<file path="src/rtl/lvds_ddr_framed_rx.sv">
// LVDS DDR receive path: differential input buffer and IDDR feed a 2-bit/cycle
// deserialiser that hunts for a sync byte and holds frame lock with hysteresis.
module lvds_ddr_framed_rx #(
   parameter logic [7:0] SYNC_BYTE   = 8'hA5,
   parameter int         FRAME_LEN   = 16,
   parameter int         LOCK_COUNT  = 4,
   parameter int         LOSS_COUNT  = 4,
   parameter int         STARTUP_CYC = 8
) (
   input  logic        clk,
   input  logic        rst_n,
   input  logic        tlvds_p,
   input  logic        tlvds_n,
   output logic [7:0]  rx_data,
   output logic        rx_valid,
   output logic        rx_sof,
   output logic        locked,
   output logic [15:0] sync_err_cnt
);
   localparam int IW = $clog2(FRAME_LEN);
   localparam int GW = $clog2(LOCK_COUNT + 1);
   localparam int MW = $clog2(LOSS_COUNT + 1);
   localparam int SW = (STARTUP_CYC > 1) ? $clog2(STARTUP_CYC) : 1;

   typedef enum logic [1:0] {ST_STARTUP, ST_HUNT, ST_VERIFY, ST_LOCKED} state_t;
   state_t state_q, state_d;

   logic          din, d_fall, q0, q1;
   logic [8:0]    sr;          // only the nine newest bits are ever examined
   logic [SW-1:0] su_cnt;
   logic [1:0]    cyc4;
   logic [IW-1:0] byte_idx, nidx;
   logic [GW-1:0] good;
   logic [MW-1:0] miss;
   logic          phase, hit0, hit1, bnd, at_sync, sync_ok;
   logic [7:0]    byte_w;

   // Differential buffer and IDDR: Q0 is the bit sampled on the falling edge.
   assign din = tlvds_p & ~tlvds_n;

   always_ff @(negedge clk) d_fall <= din;

   always_ff @(posedge clk) begin
      if (!rst_n) begin
         q0 <= 1'b0;
         q1 <= 1'b0;
      end else begin
         q0 <= d_fall;
         q1 <= din;
      end
   end

   assign hit0    = (sr[7:0] == SYNC_BYTE);
   assign hit1    = (sr[8:1] == SYNC_BYTE);
   assign byte_w  = phase ? sr[8:1] : sr[7:0];
   assign bnd     = (cyc4 == 2'd3);
   assign nidx    = (byte_idx == IW'(FRAME_LEN - 1)) ? '0 : byte_idx + 1'b1;
   assign at_sync = (nidx == '0);
   assign sync_ok = (byte_w == SYNC_BYTE);
   assign locked  = (state_q == ST_LOCKED);

   always_comb begin
      state_d = state_q;
      unique case (state_q)
         ST_STARTUP: if (su_cnt == SW'(STARTUP_CYC - 1)) state_d = ST_HUNT;
         ST_HUNT:    if (hit0 || hit1) state_d = (LOCK_COUNT == 1) ? ST_LOCKED : ST_VERIFY;
         ST_VERIFY:
            if (bnd && at_sync) begin
               if (!sync_ok)                         state_d = ST_HUNT;
               else if (good == GW'(LOCK_COUNT - 1)) state_d = ST_LOCKED;
            end
         ST_LOCKED:
            if (bnd && at_sync && !sync_ok && miss == MW'(LOSS_COUNT - 1)) state_d = ST_HUNT;
         default: state_d = ST_STARTUP;
      endcase
   end

   always_ff @(posedge clk) begin
      if (!rst_n) begin
         state_q      <= ST_STARTUP;
         sr           <= '0;
         su_cnt       <= '0;
         cyc4         <= '0;
         byte_idx     <= '0;
         good         <= '0;
         miss         <= '0;
         phase        <= 1'b0;
         rx_data      <= '0;
         rx_valid     <= 1'b0;
         rx_sof       <= 1'b0;
         sync_err_cnt <= '0;
      end else begin
         state_q  <= state_d;
         sr       <= {sr[6:0], q0, q1};
         cyc4     <= cyc4 + 2'd1;
         rx_valid <= 1'b0;
         rx_sof   <= 1'b0;
         unique case (state_q)
            ST_STARTUP: su_cnt <= su_cnt + 1'b1;
            ST_HUNT:
               if (hit0 || hit1) begin
                  phase    <= ~hit0;
                  cyc4     <= '0;
                  byte_idx <= '0;
                  good     <= GW'(1);
                  miss     <= '0;
               end
            ST_VERIFY, ST_LOCKED:
               if (bnd) begin
                  byte_idx <= nidx;
                  if (at_sync) begin
                     if (state_q == ST_VERIFY) begin
                        if (sync_ok) good <= good + 1'b1;
                     end else if (sync_ok) begin
                        miss <= '0;
                     end else begin
                        miss <= miss + 1'b1;
                        if (sync_err_cnt != 16'hFFFF) sync_err_cnt <= sync_err_cnt + 16'd1;
                     end
                  end else if (state_q == ST_LOCKED) begin
                     rx_data  <= byte_w;
                     rx_valid <= 1'b1;
                     rx_sof   <= (nidx == IW'(1));
                  end
               end
            default: ;
         endcase
      end
   end
endmodule

</file>
<file path="config.mk">
export PLATFORM = sky130hd
export DESIGN_NAME = lvds_ddr_framed_rx
export DESIGN_NICKNAME = d
export VERILOG_FILES = /design/src/rtl/lvds_ddr_framed_rx.sv
export SDC_FILE = /design/constraint.sdc
export NUM_CORES = 1
export LEC_CHECK = 0
export CORE_MARGIN = 8
export CORE_UTILIZATION = 45
export DETAILED_ROUTE_END_ITERATION = 16
export PLACE_DENSITY = 0.7
export SLEW_MARGIN = 5
export SYNTH_ARGS = -nofsm -noshare
export SYNTH_HDL_FRONTEND = slang
export SYNTH_SLANG_ARGS = --single-unit
</file>
<file path="constraint.sdc">
create_clock -name clk -period 6.34 [get_ports clk]
set_input_delay 0.951 -clock clk [delete_from_list [all_inputs] [get_ports clk]]
set_output_delay 0.951 -clock clk [all_outputs]
set_load 0.02 [all_outputs]
</file>
==> results.cfg, run 1 <==
[detailed_routing]
wl_met2_mm = 2.753
post_drt_wl_per_cell_um = 14.80
wl_met1_mm = 2.971
ant_nets = 0
drt-initial-drc-count = 114
drc = 0
firstDrtPassIters = 4
totalWireLength_mm = 6.039
via_per_inst = 5.703
highest_layer = met4
wl_met3_um = 290
vias = 2327

[worst_setup_path]
cp-start-kind = primary input
worst-path-max-fanout = 2
end_kind = flop
reg2regPathDepth = 1
r2r_slack_ns = 2.61
cp_slowest_cell = clkdlybuf4s50_1
rr_endpoint = q0
crit_type = in2reg
path_cells = clkdlybuf4s50_1 -> nor2b_1
r2r-start = d_fall
cpPeakStageDelay_ns = 0.44
worstPathRequired_ns = 3.45
crit_family = buffers and inverters
crit_arrival_ns = 1.54
path_buf_inv = 1

[placed_design]
place_hpwl_mm = 4.090
gp_congestion = 0.8290
dp_slack_ns = 1.549
port_buffers = 30

[yosys]
syn_nets = 333
synth-compound-area-share = 0.1819
synth_cell_types = 50
ys_ff_latch = 56
synth_area_per_cell_um2 = 9.030
syn_area_mm2 = 0.002826
synthAdderAreaFrac = 0.07083
synth_seq_area_share = 0.3966
async_flop_share = 0
synth_mux_area_frac = 0.05666
synth-xor-area-share = 0.003099
synth_top_flop_cell = dfxtp_1
synth_edf_count = 0
synth-simple-area-share = 0.2351
synth_warnings = 0
synth_top_family_by_area = simple AND/OR/NAND/NOR gates
synthCells = 313

[layout]
nets = 350
area_delta_synth_final_pct = 14.12
diodes = 0
fill_cells = 583
drive_gt1_frac = 0.03323

[timing]
grt_setup_unrepaired = no
tns_ns = 0
tightestPinTransition_ns = 0.9894
hold_violations = 0
slew_viol_final = 0
finalSetupViolCount = 0
slew_headroom = 0.3386
finalWorstSetupSlack_ns = 1.911
finClkSkew_ns = 0.05461

[cts]
cts_tree = done
holdBufCountCts = 0
post_cts_resized = 0
cts_buffers = 5
clk_pin_slew_worst_paths_ns = 0.10
cts.sinks = 56
cts_max_level = 2
cts_setup_buffers = 0
clock_path_buffers = 2
root_buffer = clkbuf_8
clkLatencyLatePin_ns = 0.35

[die]
dieArea_mm2 = 0.009073
num_rows = 29
pin_count = 31
coreArea_mm2 = 0.006205
die_h_um = 95.25
die_w_um = 95.25
start_util = 0.4555

[status]
status = finished, final reports clean

[pwr]
powerDensity_mw_per_mm2 = 196.1
ir_drop_uv = 116.5
power.leakage_uw = 0.001099

[global_route]
overflow = 0
grt_pass1_wl_mm = 10.18
antenna_found_initial = 0
grt_max_degree = 40
grt_pass1_vias = 2176
grt_usage = 0.1353

[job]
drv_cap = 0

[worst_hold_path]
min_path_type = reg2reg
worstHoldEndpoint = cyc4[0]
hold_path_depth = 1
min_from = cyc4[0]
[stage by stage]
step | utilization | power, µW | cells | hold slack, ns | cell area [µm²]
floorplan | - | 422.3 | 313 | 0.3964 | 2826
global placement | 0.5049 | 434.2 | 400 | 0.4056 | 3133
detailed placement | 0.5049 | 436.2 | 400 | 0.4136 | 3133
CTS | 0.5199 | 637.0 | 408 | 0.4283 | 3226
global route | 0.5199 | 660.6 | 408 | 0.4584 | 3226
finish | 0.5199 | 632.4 | 408 | 0.4272 | 3226
[cell families (layout without fill, tap and decap cells)]
logic type | after synthesis | count (layout)
AO/OA/AOI/OAI | 69 | 69
XOR/XNOR | 1 | 1
adder cells (fa/ha/maj) | 16 | 16
buffers and inverters | 37 | 55
flip-flops | 56 | 56
multiplexers | 16 | 16
AND/OR/NAND/NOR | 118 | 118
[cell usage in the layout (no fill, tap or decap), types with 2 or more instances in the layout]
cell type         n
a211oi_1          9
a21oi_1          15
a32oi_1           3
and2_1           13
and3_1            6
and4_1            2
clkbuf_8          6
clkdlybuf4s50_1  30
dfxtp_1          56
ha_1             16
inv_1            17
mux2i_1          16
nand2_1          22
nand2b_1         11
nand3_1           9
nand4_1           8
nand4b_1          3
nor2_1           18
nor2b_1           4
nor3_1            3
nor4_1            4
nor4bb_1          2
o211ai_1          2
o21ai_0           7
o311ai_0          6
o31a_1            2
o31ai_1           8
o41ai_1           6
or4_1             6
[how the worst max path moves through the flow]
stage                       start     end  slack [ns]  cells after the start
after floorplan           tlvds_p  d_fall        1.99                      1
after global placement    tlvds_p  d_fall        1.57                      2
after detailed placement  tlvds_p  d_fall        1.55                      2
after CTS                 tlvds_p  d_fall        1.91                      2
after global routing      tlvds_p  d_fall        1.88                      2
final                     tlvds_p  d_fall        1.91                      2
[power breakdown]
part	switching, µW	internal [µW]	total, µW
registers	6.86	361	368
clock network	117	88.8	206
logic	33.8	24.6	58.4
[registers in the layout (all words and copies together), names as in the netlist]
name and flops:
phase 1, rx_data 8, byte_idx 4, d_fall 1, rx_valid 1, q1 1, state_q 2, sync_err_cnt 16
good 3, su_cnt 3, miss 3, cyc4 2, sr 9, q0 1, rx_sof 1
[routing by layer]
metal,vias up,track usage
met1,1100,0.1748
met3,2,0.03386
met5,-,0
met2,39,0.2244
met4,0,0.02341
li1,1186,-
[synth_stat cells, types with 2 or more instances]
library cell | count | area share
clkbuf_1 | 14 | 0.019
buf_2 | 3 | 0.0053
buf_6 | 2 | 0.0080
dfxtp_1 | 56 | 0.40
nand4b_1 | 3 | 0.0093
o31a_1 | 2 | 0.0062
o311ai_0 | 6 | 0.019
o211ai_1 | 2 | 0.0053
or4_1 | 6 | 0.016
and4_1 | 2 | 0.0062
nor4_1 | 4 | 0.0089
nand3_1 | 9 | 0.016
a211oi_1 | 9 | 0.024
nor2b_1 | 4 | 0.0089
and3_1 | 6 | 0.013
mux2i_1 | 16 | 0.057
nor2_1 | 18 | 0.024
nand4_1 | 8 | 0.018
o31ai_1 | 8 | 0.021
nand2b_1 | 11 | 0.024
a21oi_1 | 15 | 0.027
nor4bb_1 | 2 | 0.0071
nor3_1 | 3 | 0.0053
and2_1 | 13 | 0.029
ha_1 | 16 | 0.071
nand2_1 | 22 | 0.029
o41ai_1 | 6 | 0.019
buf_1 | 2 | 0.0027
inv_1 | 16 | 0.021
a32oi_1 | 3 | 0.0093
o21ai_0 | 7 | 0.012
[layout make-up]
class,instances,area [µm²],share of cell area
well taps,77,96.34,0.02987
clock buffers,6,82.58,0.02560
flip-flops and latches,56,1121,0.3476
clock inverters,3,13.76,0.004267
inverters,15,56.30,0.01746
multi-input cells,220,1548,0.4798
repair buffers,31,307.8,0.09542
(Power assumes the default switching activity.)
==> run 2, diff against run 1 <==
Settings changed: PLACE_DENSITY 0.7 to 0.73.
Clock period 6.34 ns to 4 ns, I/O delays scaled along.
==> run 2 against run 1 <==
  * Critical path depth unchanged
  * Sequential power grew 58%
  * First-iteration DRC count rose by 19%
  * Count of clock-buffer cells in the layout down 1
  * Sequential cell count stayed put
  * Critical path type unchanged
==> results.cfg, run 2 (same netlist as run 1, synthesis figures left out) <==
[layout]
stdcell_count = 408
mostFrequentLayoutCells = dfxtp_1 (56), clkdlybuf4s50_1 (30), nand2_1 (22)
layout.cells.most_common = dfxtp_1
largest_reg_flops = 16
drive_gt1_frac = 0.03625
nets = 350
top_regs = sync_err_cnt: 16 flops, sr: 9 flops, rx_data: 8 flops
regMostFlops = sync_err_cnt
area_delta_synth_final_pct = 14.08
diodes = 0

[die]
pin_count = 31
dieArea_mm2 = 0.009073
start_util = 0.4555
die_h_um = 95.25
die_w_um = 95.25
num_rows = 29
coreArea_mm2 = 0.006205

[timing]
slew_headroom = 0.3168
hold_slack_ns = 0.4267
finalSetupViolCount = 0
slew_viol_final = 0
grt_setup_unrepaired = no
finClkSkew_ns = 0.05970
finalWorstSetupSlack_ns = 1.120
tns_ns = 0
hold_violations = 0
tightestPinTransition_ns = 1.022

[detailed_routing]
firstDrtPassIters = 4
totalWireLength_mm = 5.972
drc = 0
via_per_inst = 5.733
ant_nets = 0
vias = 2339
drt-initial-drc-count = 136
post_drt_wl_per_cell_um = 14.64

[cts]
cts_tree = done
cts_buffers = 5
clkLatencyLatePin_ns = 0.37
clock_path_buffers = 2
clk_pin_slew_worst_paths_ns = 0.10
holdBufCountCts = 0
root_buffer = clkbuf_8
cts_max_level = 2
post_cts_resized = 0
cts_setup_buffers = 0
cts.sinks = 56

[worst_setup_path]
critPathLaunch = tlvds_p
rr_endpoint = sync_err_cnt[15]
crit_arrival_ns = 1.18
path_cells = clkdlybuf4s50_1 -> nor2b_1
crit_type = in2reg
path_buf_inv = 1
cp-start-kind = primary input
cpPeakStageDelay_ns = 0.44
worst-path-max-fanout = 2
cp_slowest_cell = clkdlybuf4s50_1
crit_family = buffers and inverters
crit_cells = 2
worstPathRequired_ns = 2.30
r2r_slack_ns = 1.24
end_kind = flop
reg2regPathDepth = 5
critPathCapture = d_fall
r2r-start = byte_idx[0]

[status]
status = finished, final reports clean

[placed_design]
dp_slack_ns = 0.7414
place_hpwl_mm = 4.102
dp.cells = 400
gp_congestion = 0.8090
port_buffers = 30

[pwr]
powerDensity_mw_per_mm2 = 309.9
ir_drop_uv = 224.5
power.leakage_uw = 0.001095

[global_route]
grt_pass1_wl_mm = 10.21
grt_pass1_vias = 2177
grt_usage = 0.1373
overflow = 0
grt_max_degree = 40
antenna_found_initial = 0

[job]
drv_cap = 0

[worst_hold_path]
min_path_type = reg2reg
## run 2: cell count changes in the layout (fill, tap and decap cells not counted), sizes merged
cell / before / now
clkinv: 0 / 2
clkbuf: 6 / 5
inv: 18 / 17
## run 2: cell type report
cell class	instances	area, µm²
tap	77	96.34
clock inverter	4	26.28
timing repair buffer	31	307.8
sequential	56	1121
clock buffer	5	68.82
inverter	15	56.30
fill	588	2980
multi-input combinational	220	1548
## run 2: routing by layer
layer | wire length [µm] | up-vias | global-route usage
li1 | - | 1185 | -
met1 | 2942 | 1102 | 0.1755
met2 | 2675 | 45 | 0.2198
met3 | 290 | 7 | 0.03307
met4 | 63 | 0 | 0.04941
met5 | 0 | - | 0
## run 2: worst min path at each step
stage / slack [ns] / cells after the start / to / startpoint
floorplan: 0.40 / 1 / cyc4[0] / cyc4[0]
detailed placement: 0.41 / 1 / cyc4[0] / cyc4[0]
global route: 0.46 / 1 / cyc4[0] / cyc4[0]
finish: 0.43 / 1 / cyc4[0] / cyc4[0]
global placement: 0.41 / 1 / cyc4[0] / cyc4[0]
CTS: 0.43 / 1 / cyc4[0] / cyc4[0]
## run 2: metrics by stage
step / util / total power (µW) / instance area [µm²]
after floorplan: - / 669.4 / 2826
after global placement: 0.5049 / 687.6 / 3133
after detailed placement: 0.5049 / 693.0 / 3133
after CTS: 0.5197 / 1012 / 3224
after global routing: 0.5197 / 1052 / 3224
final: 0.5197 / 999.2 / 3224
## run 2: report_power, final
part	switching [µW]	total [µW]	internal, µW
clock network	195	322	127
registers	11.2	583	572
logic	54.3	93.5	39.2
==> run 3, diff against run 2 <==
Clock period 4 ns to 2.5 ns, I/O delays scaled along.
==> run 3 against run 2 <==
  * Register-to-register slack lost 1.0 ns
  * Power grew 62%
  * Global-route usage grew 0.39 points
  * Critical path depth grew 7
  * Clock skew shrank 0.0093 ns
  * Sequential share of layout area shrank 0.69 points
  * Via count grew 2.0%
  * Clock power grew 66%
  * Cell count grew 2.0%
  * Sequential power grew 60%
  * Critical path type is now reg2reg
  * Critical endpoint is now good[2]
  * Largest cell class unchanged
==> results.cfg, run 3 (same netlist as run 1, synthesis figures left out) <==
[timing]
finalSetupViolCount = 0
tns_ns = 0
finalWorstSetupSlack_ns = 0.2035
hold_violations = 0
grt_setup_unrepaired = no
slew_viol_final = 0
tightestPinTransition_ns = 0.9018
post-route-period-util = 0.9186
timing.fmax_ghz = 0.4354
hold_slack_ns = 0.4276
min_period_ns = 2.296
finClkSkew_ns = 0.05039
slew_headroom = 0.3912

[layout]
largest_reg_flops = 16
drive_gt1_frac = 0.06195
diodes = 0
mostFrequentLayoutCells = dfxtp_1 (56), clkdlybuf4s50_1 (30), nand2_1 (22)
final_cell_area_mm2 = 0.003289
regMostFlops = sync_err_cnt
fill_cells = 583
area_delta_synth_final_pct = 16.38
nets = 358
top_regs = sync_err_cnt: 16 flops, sr: 9 flops, rx_data: 8 flops
layout.cells.most_common = dfxtp_1

[cts]
clkLatencyLatePin_ns = 0.36
clock_path_buffers = 2
cts_buffers = 5
post_cts_resized = 0
cts_tree = done
holdBufCountCts = 0
root_buffer = clkbuf_8
clk_pin_slew_worst_paths_ns = 0.10
cts_max_level = 2
cts.sinks = 56
cts_setup_buffers = 0

[detailed_routing]
drc = 0
firstDrtPassIters = 5
vias = 2385
totalWireLength_mm = 6.081
ant_nets = 0
post_drt_wl_per_cell_um = 14.62
drt-initial-drc-count = 88
via_per_inst = 5.733

[placed_design]
dp_slack_ns = 0.1410
place_hpwl_mm = 4.294
dpl_cell_area_mm2 = 0.003193
gp_congestion = 0.8225
port_buffers = 30

[pwr]
internal_power_uw = 1211
ir_drop_uv = 384.8
clkPwrFrac = 0.331
power.leakage_uw = 0.001138
powerDensity_mw_per_mm2 = 492.3
switchingPower_uw = 408.0
p_total_uw = 1619
p_seq_frac = 0.576
swShare = 0.2519
pwr-share-comb = 0.093

[die]
dieArea_mm2 = 0.009073
start_util = 0.4555
num_rows = 29
pin_count = 31
die_w_um = 95.25
die_h_um = 95.25
coreArea_mm2 = 0.006205

[worst_setup_path]
crit_arrival_ns = 2.49
cpPeakStageDelay_ns = 0.47
cp_slowest_cell = dfxtp_1
path_buf_inv = 3
worst-path-max-fanout = 7
cp-start-kind = flop
worstPathRequired_ns = 2.69
crit_type = reg2reg
path_common_cell = buf_4
path_cells = inv_1 -> ha_1 -> buf_4 -> or2_0 -> nand2b_1 -> o31a_1 -> buf_4 -> a211o_1 -> o41ai_1
end_kind = flop
crit_family = simple AND/OR/NAND/NOR gates

[status]
status = finished, final reports clean

[global_route]
grt_pass1_vias = 2311
overflow = 0
grt_usage = 0.1412
grt_max_degree = 39
antenna_found_initial = 0
grt_pass1_wl_mm = 10.43

[worst_hold_path]
min_path_type = reg2reg

[job]
drv_cap = 0
## run 3: cell count changes in the layout (fill, tap and decap cells not counted), sizes merged
cell,previous run,this run
buf,1,9
clkbuf,5,6
clkinv,2,1
## run 3: layer usage
layer,up-vias,GRT usage,wire length (µm)
li1,1200,-,-
met1,1124,0.1735,2904
met2,53,0.2359,2808
met3,8,0.02992,284
met4,0,0.05462,83
met5,-,0,0
## run 3: worst paths after layout
check | startpoint | to | slack (ns) | cells past startpoint
worst max register to register | state_q[0] | good[2] | 0.20 | 9
worst min register to register | cyc4[0] | cyc4[0] | 0.43 | 1
worst max-delay path | state_q[0] | good[2] | 0.20 | 9
worst min-delay path | cyc4[0] | cyc4[0] | 0.43 | 1
## run 3: through the flow
stage	std cells	utilization
final	416	0.5301
after global routing	416	0.5301
after CTS	416	0.5301
after detailed placement	408	0.5146
after global placement	408	0.5146
after floorplan	313	-
## run 3: layout make-up
cell class              count  area, µm²  area share
clock inverters             3      17.52    0.005325
well taps                  77      96.34     0.02929
repair buffers             39      367.9      0.1118
multi-input cells         220       1548      0.4705
flip-flops and latches     56       1121      0.3408
clock buffers               6      82.58     0.02510
inverters                  15      56.30     0.01712
## run 3: worst reg2reg max path, cell delays in order (launching register included)
cell and delay (ns):
dfxtp_1 0.47, inv_1 0.11, ha_1 0.23, buf_4 0.16, or2_0 0.36, nand2b_1 0.17, o31a_1 0.32, buf_4 0.19
a211o_1 0.11, o41ai_1 0.06
## run 3: power groups by stage
stage	Sequential, µW	Combinational [µW]	Clock, µW
4_1_cts	933	152	550
6_report	933	151	536
5_1_grt	935	170	584
2_1_floorplan	949	117	5.01
3_5_place_dp	954	152	5.01
3_3_place_gp	952	147	5.01
